`src/rtl/key_event_queue_if.sv`:
```
// Keyboard-write / CPU-read signal bundle for key_event_queue.
// The slave modport is the queue; the master modport is the keyboard and CPU side.
interface key_event_queue_if #(
  parameter int DEPTH = 8
) ();
  logic [15:0]              data_in;
  logic                     DE;
  logic                     DRW;
  logic                     service;
  logic                     clear_overflow;
  logic [15:0]              data_out;
  logic                     valid;
  logic                     irq;
  logic [1:0]               key_index;
  logic                     pressed;
  logic                     decode_ok;
  logic [$clog2(DEPTH):0]   count;
  logic                     overflow;

  modport slave (
    input  data_in, DE, DRW, service, clear_overflow,
    output data_out, valid, irq, key_index, pressed, decode_ok, count, overflow
  );

  modport master (
    output data_in, DE, DRW, service, clear_overflow,
    input  data_out, valid, irq, key_index, pressed, decode_ok, count, overflow
  );
endinterface

```
`src/rtl/key_event_queue.sv`:
```
// Buffers keyboard event words in a small FIFO, presents the oldest one decoded
// to the CPU and pops it on a rising edge of service.
module key_event_queue #(
  parameter int DEPTH = 8
) (
  input  logic               CLOCK_50,
  input  logic               resetn,
  key_event_queue_if.slave   bus
);
  localparam int PW = $clog2(DEPTH);
  localparam logic [PW:0] FULL_CNT = (PW+1)'(DEPTH);

  logic [15:0] mem [DEPTH];
  logic [PW-1:0] wr_ptr, rd_ptr;
  logic [PW:0]   count_q;
  logic          overflow_q;
  logic          prev_we, prev_service;
  logic [15:0]   prev_data;

  logic we, push_req, pop, full, do_push, drop, valid_int;

  // A held write counts again whenever the word changes; zero words never enter.
  assign we        = bus.DE & bus.DRW;
  assign push_req  = we && (!prev_we || bus.data_in != prev_data) && bus.data_in != 16'h0000;
  assign valid_int = count_q != '0;
  assign pop       = bus.service && !prev_service && valid_int;
  assign full      = count_q == FULL_CNT;
  assign do_push   = push_req && (!full || pop);
  assign drop      = push_req && full && !pop;

  always_ff @(posedge CLOCK_50 or negedge resetn) begin
    if (!resetn) begin
      wr_ptr       <= '0;
      rd_ptr       <= '0;
      count_q      <= '0;
      overflow_q   <= 1'b0;
      prev_we      <= 1'b0;
      prev_service <= 1'b0;
      prev_data    <= '0;
    end else begin
      // NOTE: non-blocking assignments so every edge-detect register samples the pre-edge values.
      prev_we      <= we;
      prev_service <= bus.service;
      prev_data    <= bus.data_in;
      if (do_push) wr_ptr <= wr_ptr + PW'(1);
      if (pop)     rd_ptr <= rd_ptr + PW'(1);
      case ({do_push, pop})
        2'b10:   count_q <= count_q + (PW+1)'(1);
        2'b01:   count_q <= count_q - (PW+1)'(1);
        default: count_q <= count_q;
      endcase
      if (drop)
        overflow_q <= 1'b1;
      else if (bus.clear_overflow)
        overflow_q <= 1'b0;
    end
  end

  // NOTE: storage is deliberately left out of reset; count gates every read, so stale words are never visible.
  always_ff @(posedge CLOCK_50) begin
    if (do_push) mem[wr_ptr] <= bus.data_in;
  end

  logic [15:0] head;
  logic [3:0]  nib;
  logic        release_ev;
  logic        one_hot;
  logic [1:0]  idx;

  assign head       = valid_int ? mem[rd_ptr] : 16'h0000;
  assign release_ev = |head[7:4];
  assign nib        = release_ev ? head[7:4] : head[3:0];
  assign one_hot    = (nib != 4'h0) && ((nib & (nib - 4'h1)) == 4'h0);

  // NOTE: idx gets a default first so this process can never infer a latch.
  always_comb begin
    idx = 2'd0;
    if      (nib[0]) idx = 2'd0;
    else if (nib[1]) idx = 2'd1;
    else if (nib[2]) idx = 2'd2;
    else if (nib[3]) idx = 2'd3;
  end

  assign bus.data_out  = head;
  assign bus.valid     = valid_int;
  assign bus.irq       = valid_int;
  assign bus.key_index = idx;
  assign bus.pressed   = valid_int && !release_ev;
  assign bus.decode_ok = valid_int && one_hot && (head[15:8] == 8'h00);
  assign bus.count     = count_q;
  assign bus.overflow  = overflow_q;
endmodule

```
`src/flat_wrapper.sv`:
```
// flat-port wrapper written by rule: the top's interface ports become plain ports
module key_event_queue_flat 
#(
  parameter int DEPTH = 8
)
  (CLOCK_50, resetn, bus_data_in, bus_DE, bus_DRW, bus_service, bus_clear_overflow, bus_data_out, bus_valid, bus_irq, bus_key_index, bus_pressed, bus_decode_ok, bus_count, bus_overflow);
  key_event_queue_if #(.DEPTH(DEPTH)) bus_i ();
  input  logic CLOCK_50;
  input  logic resetn;
  input wire logic [$bits(bus_i.data_in)-1:0] bus_data_in;
  input wire logic [$bits(bus_i.DE)-1:0] bus_DE;
  input wire logic [$bits(bus_i.DRW)-1:0] bus_DRW;
  input wire logic [$bits(bus_i.service)-1:0] bus_service;
  input wire logic [$bits(bus_i.clear_overflow)-1:0] bus_clear_overflow;
  output wire logic [$bits(bus_i.data_out)-1:0] bus_data_out;
  output wire logic [$bits(bus_i.valid)-1:0] bus_valid;
  output wire logic [$bits(bus_i.irq)-1:0] bus_irq;
  output wire logic [$bits(bus_i.key_index)-1:0] bus_key_index;
  output wire logic [$bits(bus_i.pressed)-1:0] bus_pressed;
  output wire logic [$bits(bus_i.decode_ok)-1:0] bus_decode_ok;
  output wire logic [$bits(bus_i.count)-1:0] bus_count;
  output wire logic [$bits(bus_i.overflow)-1:0] bus_overflow;
  assign bus_i.data_in = bus_data_in;
  assign bus_i.DE = bus_DE;
  assign bus_i.DRW = bus_DRW;
  assign bus_i.service = bus_service;
  assign bus_i.clear_overflow = bus_clear_overflow;
  assign bus_data_out = bus_i.data_out;
  assign bus_valid = bus_i.valid;
  assign bus_irq = bus_i.irq;
  assign bus_key_index = bus_i.key_index;
  assign bus_pressed = bus_i.pressed;
  assign bus_decode_ok = bus_i.decode_ok;
  assign bus_count = bus_i.count;
  assign bus_overflow = bus_i.overflow;
  key_event_queue #(.DEPTH(DEPTH)) u_core (.CLOCK_50(CLOCK_50), .resetn(resetn), .bus(bus_i));
endmodule
```
`config.mk`:
```
export PLATFORM = sky130hd
export DESIGN_NAME = key_event_queue_flat
export DESIGN_NICKNAME = d
export VERILOG_FILES = /design/src/rtl/key_event_queue_if.sv /design/src/rtl/key_event_queue.sv /design/src/flat_wrapper.sv
export SDC_FILE = /design/constraint.sdc
export NUM_CORES = 1
export LEC_CHECK = 0
export ABC_AREA = 0
export BUFFER_PORTS_ARGS = -buffer_cell sky130_fd_sc_hd__buf_2
export CAP_MARGIN = 30
export CORE_MARGIN = 1.5
export CORE_UTILIZATION = 35
export CTS_CLUSTER_SIZE = 8
export DETAILED_ROUTE_END_ITERATION = 6
export HOLD_SLACK_MARGIN = 0.15
export PLACE_DENSITY = 0.64
export SLEW_MARGIN = 20
export SYNTH_ARGS = -nofsm -noshare
export SYNTH_HDL_FRONTEND = slang
export SYNTH_SLANG_ARGS = --single-unit
```
`constraint.sdc`:
```
create_clock -name CLOCK_50 -period 3.15 [get_ports CLOCK_50]
set_input_delay 0.4725 -clock CLOCK_50 [delete_from_list [all_inputs] [get_ports CLOCK_50]]
set_output_delay 0.4725 -clock CLOCK_50 [all_outputs]
set_load 0.1 [all_outputs]
```
==> impl_metrics.json <==
{
  "status": "complete, but fails checks",
  "violations": "design-rule violations, negative setup slack",
  "antenna_cells": 0,
  "synth.most_common_cell": "edfxtp_1",
  "instances_no_fill": 698,
  "maxSlewViolCount": 0,
  "die_w_microns": 140,
  "synth.distinct_cells": 49,
  "worst_slack_ps": -142,
  "cts_buffers": 17,
  "drc": 5,
  "start_kind": "flop",
  "track_usage_pct": 15.2,
  "root_buffer": "clkbuf_16",
  "clk_latency_ps": 420,
  "relSlewSlack_pct": 54.0,
  "place_area_sq_mm": 0.00762,
  "place.gp.congestion": 0.806,
  "seq_area_frac_synth_pct": 69.7,
  "vias": 3622,
  "cts.reportedPaths.clkPinSlew_ps": 60,
  "multi_input_area_sq_mm": 0.00212,
  "clock-sinks": 157,
  "drt-initial-drc-count": 298,
  "reg2reg_from": "u_core.prev_data[10]",
  "worst_slew_pin_slew_ps": 690,
  "wl_per_cell_microns": 20.5,
  "async_flop_share_pct": 18.5,
  "drive_above_1_share_pct": 39.7,
  "htree_levels": 4,
  "ff2ff_setup_slack_ps": 470,
  "areaGrowthSynthToFinish_pct": 32.2,
  "hold_depth": 1,
  "synth-adder-area-share_pct": 1.07,
  "syn_area_sq_mm": 0.00655,
  "io_pins": 49,
  "finalNetCount": 483,
  "cp_max_fo": 8,
  "crit_type": "reg -> out",
  "post_synth_main_area_contributors": "edfxtp_1 59%, dfrtp_1 11%, mux4_2 7.2%",
  "port-buffer-count": 48,
  "antenna_found_initial": 0,
  "yosys_warnings": 0,
  "grt_max_degree": 30,
  "ys.flop_type": "edfxtp_1",
  "grt_pass1_wl_microns": 21600,
  "final_area_sq_mm": 0.00866,
  "syn_avg_cell_area_sq_um": 17.9,
  "finalClockSkew_ps": 6.70,
  "min_period_ps": 3290,
  "dieArea_sq_mm": 0.0195,
  "cp.arrival_ps": 2820,
  "hp-class": "in -> reg",
  "r2r_cells": 12,
  "synth_edf_count": 128,
  "clockBufferDepth": 2,
  "cap_violations": 0,
  "antenna_left": 0,
  "hold_path_end": "u_core.prev_service",
  "rsz0062_at_grt": "true",
  "synth_xor_area_share_pct": 2.94,
  "min_from": "bus_service",
  "final-seq-area_sq_mm": 0.00458,
  "cts_tree": "built",
  "grt_pass1_vias": 3723,
  "synth_top_cells_by_count": "128 x edfxtp_1, 29 x dfrtp_1, 25 x mux2i_1, 25 x nor2_1, 21 x mux4_2",
  "post-synth-top-area-cell": "edfxtp_1",
  "dp_hpwl_microns": 8950,
  "finalSetupViolCount": 2,
  "grt_overflow": 0,
  "timing.final.crit_share_pct": 105,
  "yosys.area_share.simple_pct": 6.05,
  "cp_data_required_time_ps": 2680,
  "place_ws_ps": 181,
  "worstSetupEndpointType": "primary output",
  "syn_nets": 393,
  "core_area_sq_mm": 0.0181,
  "yosysTopAreaCellShare_pct": 58.7,
  "fill_cells": 1481,
  "fp-row-count": 49,
  "final_hold_viol_count": 0,
  "fmax_ghz": 0.304,
  "netlist_instances": 366,
  "yosys_register_bits": 157,
  "start_util_pct": 36.1,
  "die_height_microns": 140,
  "synth_top_family_by_area": "multiplexers",
  "r2r_end": "u_core.bus.count[3]",
  "setup_tns_ps": -273,
  "vias_per_cell": 5.19,
  "place_inst": 651,
  "synth_compound_area_share_pct": 2.37,
  "drtPass1Iterations": 6,
  "wl_microns": 14300,
  "synthMuxAreaShare_pct": 15.2
}
-- flip-flops by register name, summed over array words and instances (netlist names) --
| name | count |
|---|---|
| u_core.wr_ptr | 3 |
| u_core.prev_data | 16 |
| u_core.mem | 128 |
| u_core.rd_ptr | 3 |
| u_core.prev_service | 1 |
| u_core.bus.count | 4 |
| u_core.bus.overflow | 1 |
| u_core.prev_we | 1 |
-- layer usage --
| layer | GRT usage, % | part of all wire (%) | up-vias |
|---|---|---|---|
| li1 | - | - | 1633 |
| met1 | 20.3 | 45 | 1865 |
| met2 | 23.8 | 49 | 110 |
| met3 | 4.16 | 4.4 | 14 |
| met4 | 5.76 | 1.5 | 0 |
| met5 | 0 | 0 | - |
-- worst max path at each step --
stage / from / to / slack [ps] / cells past startpoint
4_1_cts: u_core.rd_ptr[0] / bus_decode_ok / -170 / 7
3_3_place_gp: u_core.rd_ptr[0] / bus_decode_ok / 170 / 8
5_1_grt: u_core.rd_ptr[0] / bus_decode_ok / -280 / 9
3_5_place_dp: u_core.rd_ptr[0] / bus_decode_ok / 180 / 8
6_report: u_core.rd_ptr[0] / bus_decode_ok / -140 / 9
2_1_floorplan: u_core.rd_ptr[1] / bus_key_index[0] / -750 / 9
-- cells in the final DEF (no fill, tap or decap), drive strengths merged, types with 2 or more instances in the layout --
cell type | synthesis | layout
mux2i | 25 | 25
clkinvlp | 0 | 2
xnor2 | 5 | 5
mux2 | 3 | 3
nor3 | 6 | 6
dfrtp | 29 | 29
clkbuf | 2 | 20
a21oi | 5 | 5
nor4b | 2 | 2
mux4 | 30 | 30
or2 | 2 | 2
nor2b | 2 | 2
o21ai | 4 | 4
buf | 13 | 83
nor2 | 25 | 25
bufinv | 0 | 7
o211ai | 2 | 2
nor4 | 14 | 14
clkinv | 0 | 5
o32ai | 2 | 2
ha | 4 | 4
and2 | 2 | 2
edfxtp | 128 | 128
nand2b | 4 | 4
inv | 10 | 9
xor2 | 17 | 17
nand3 | 2 | 2
nand2 | 13 | 13
-- critical path, cell delays in order, from the launching register on --
cell       delay [ps]
dfrtp_2           410
buf_12            150
buf_12            130
mux4_2            510
mux2i_2           230
nor2_4             80
or2_4             290
a2111oi_4         300
a21oi_2           120
buf_12            180
-- cells by family after synthesis --
family / Yosys count
muxes: 58
adders and majority gates: 5
DFF: 157
and+or+nand+nor: 78
buffers and inverters: 25
AOI/OAI and AO/OA: 21
xor gates and xnor gates: 22
-- repair_timing --
item | 4_1_cts | 5_1_grt
gates cloned | 1 | 0
endpoints found under the setup margin | 4 | 4
endpoints found under the hold margin | 29 | 0
pin swaps | 3 | 9
setup buffers | 5 | 8
hold buffers | 1 | 0
gates resized for setup | 12 | 33
-- metrics by stage --
stage	hold WS [ps]	utilization (%)
floorplan	177	-
global placement	497	41.9
CTS	162	46.4
global route	153	47.7
finish	176	47.7
detailed placement	506	42.0
-- final cells by class --
type                       instances  share of cell area, %
multi-input combinational        184                   24.4
clock buffer                      19                   5.00
timing repair buffer              86                   11.1
clock inverter                    13                   2.82
sequential                       157                   52.9
tap                              229                   3.31
inverter                          10                  0.477
Power is not shown: default switching activity piles up to over one toggle a cycle in this logic, so the estimate is an artifact.
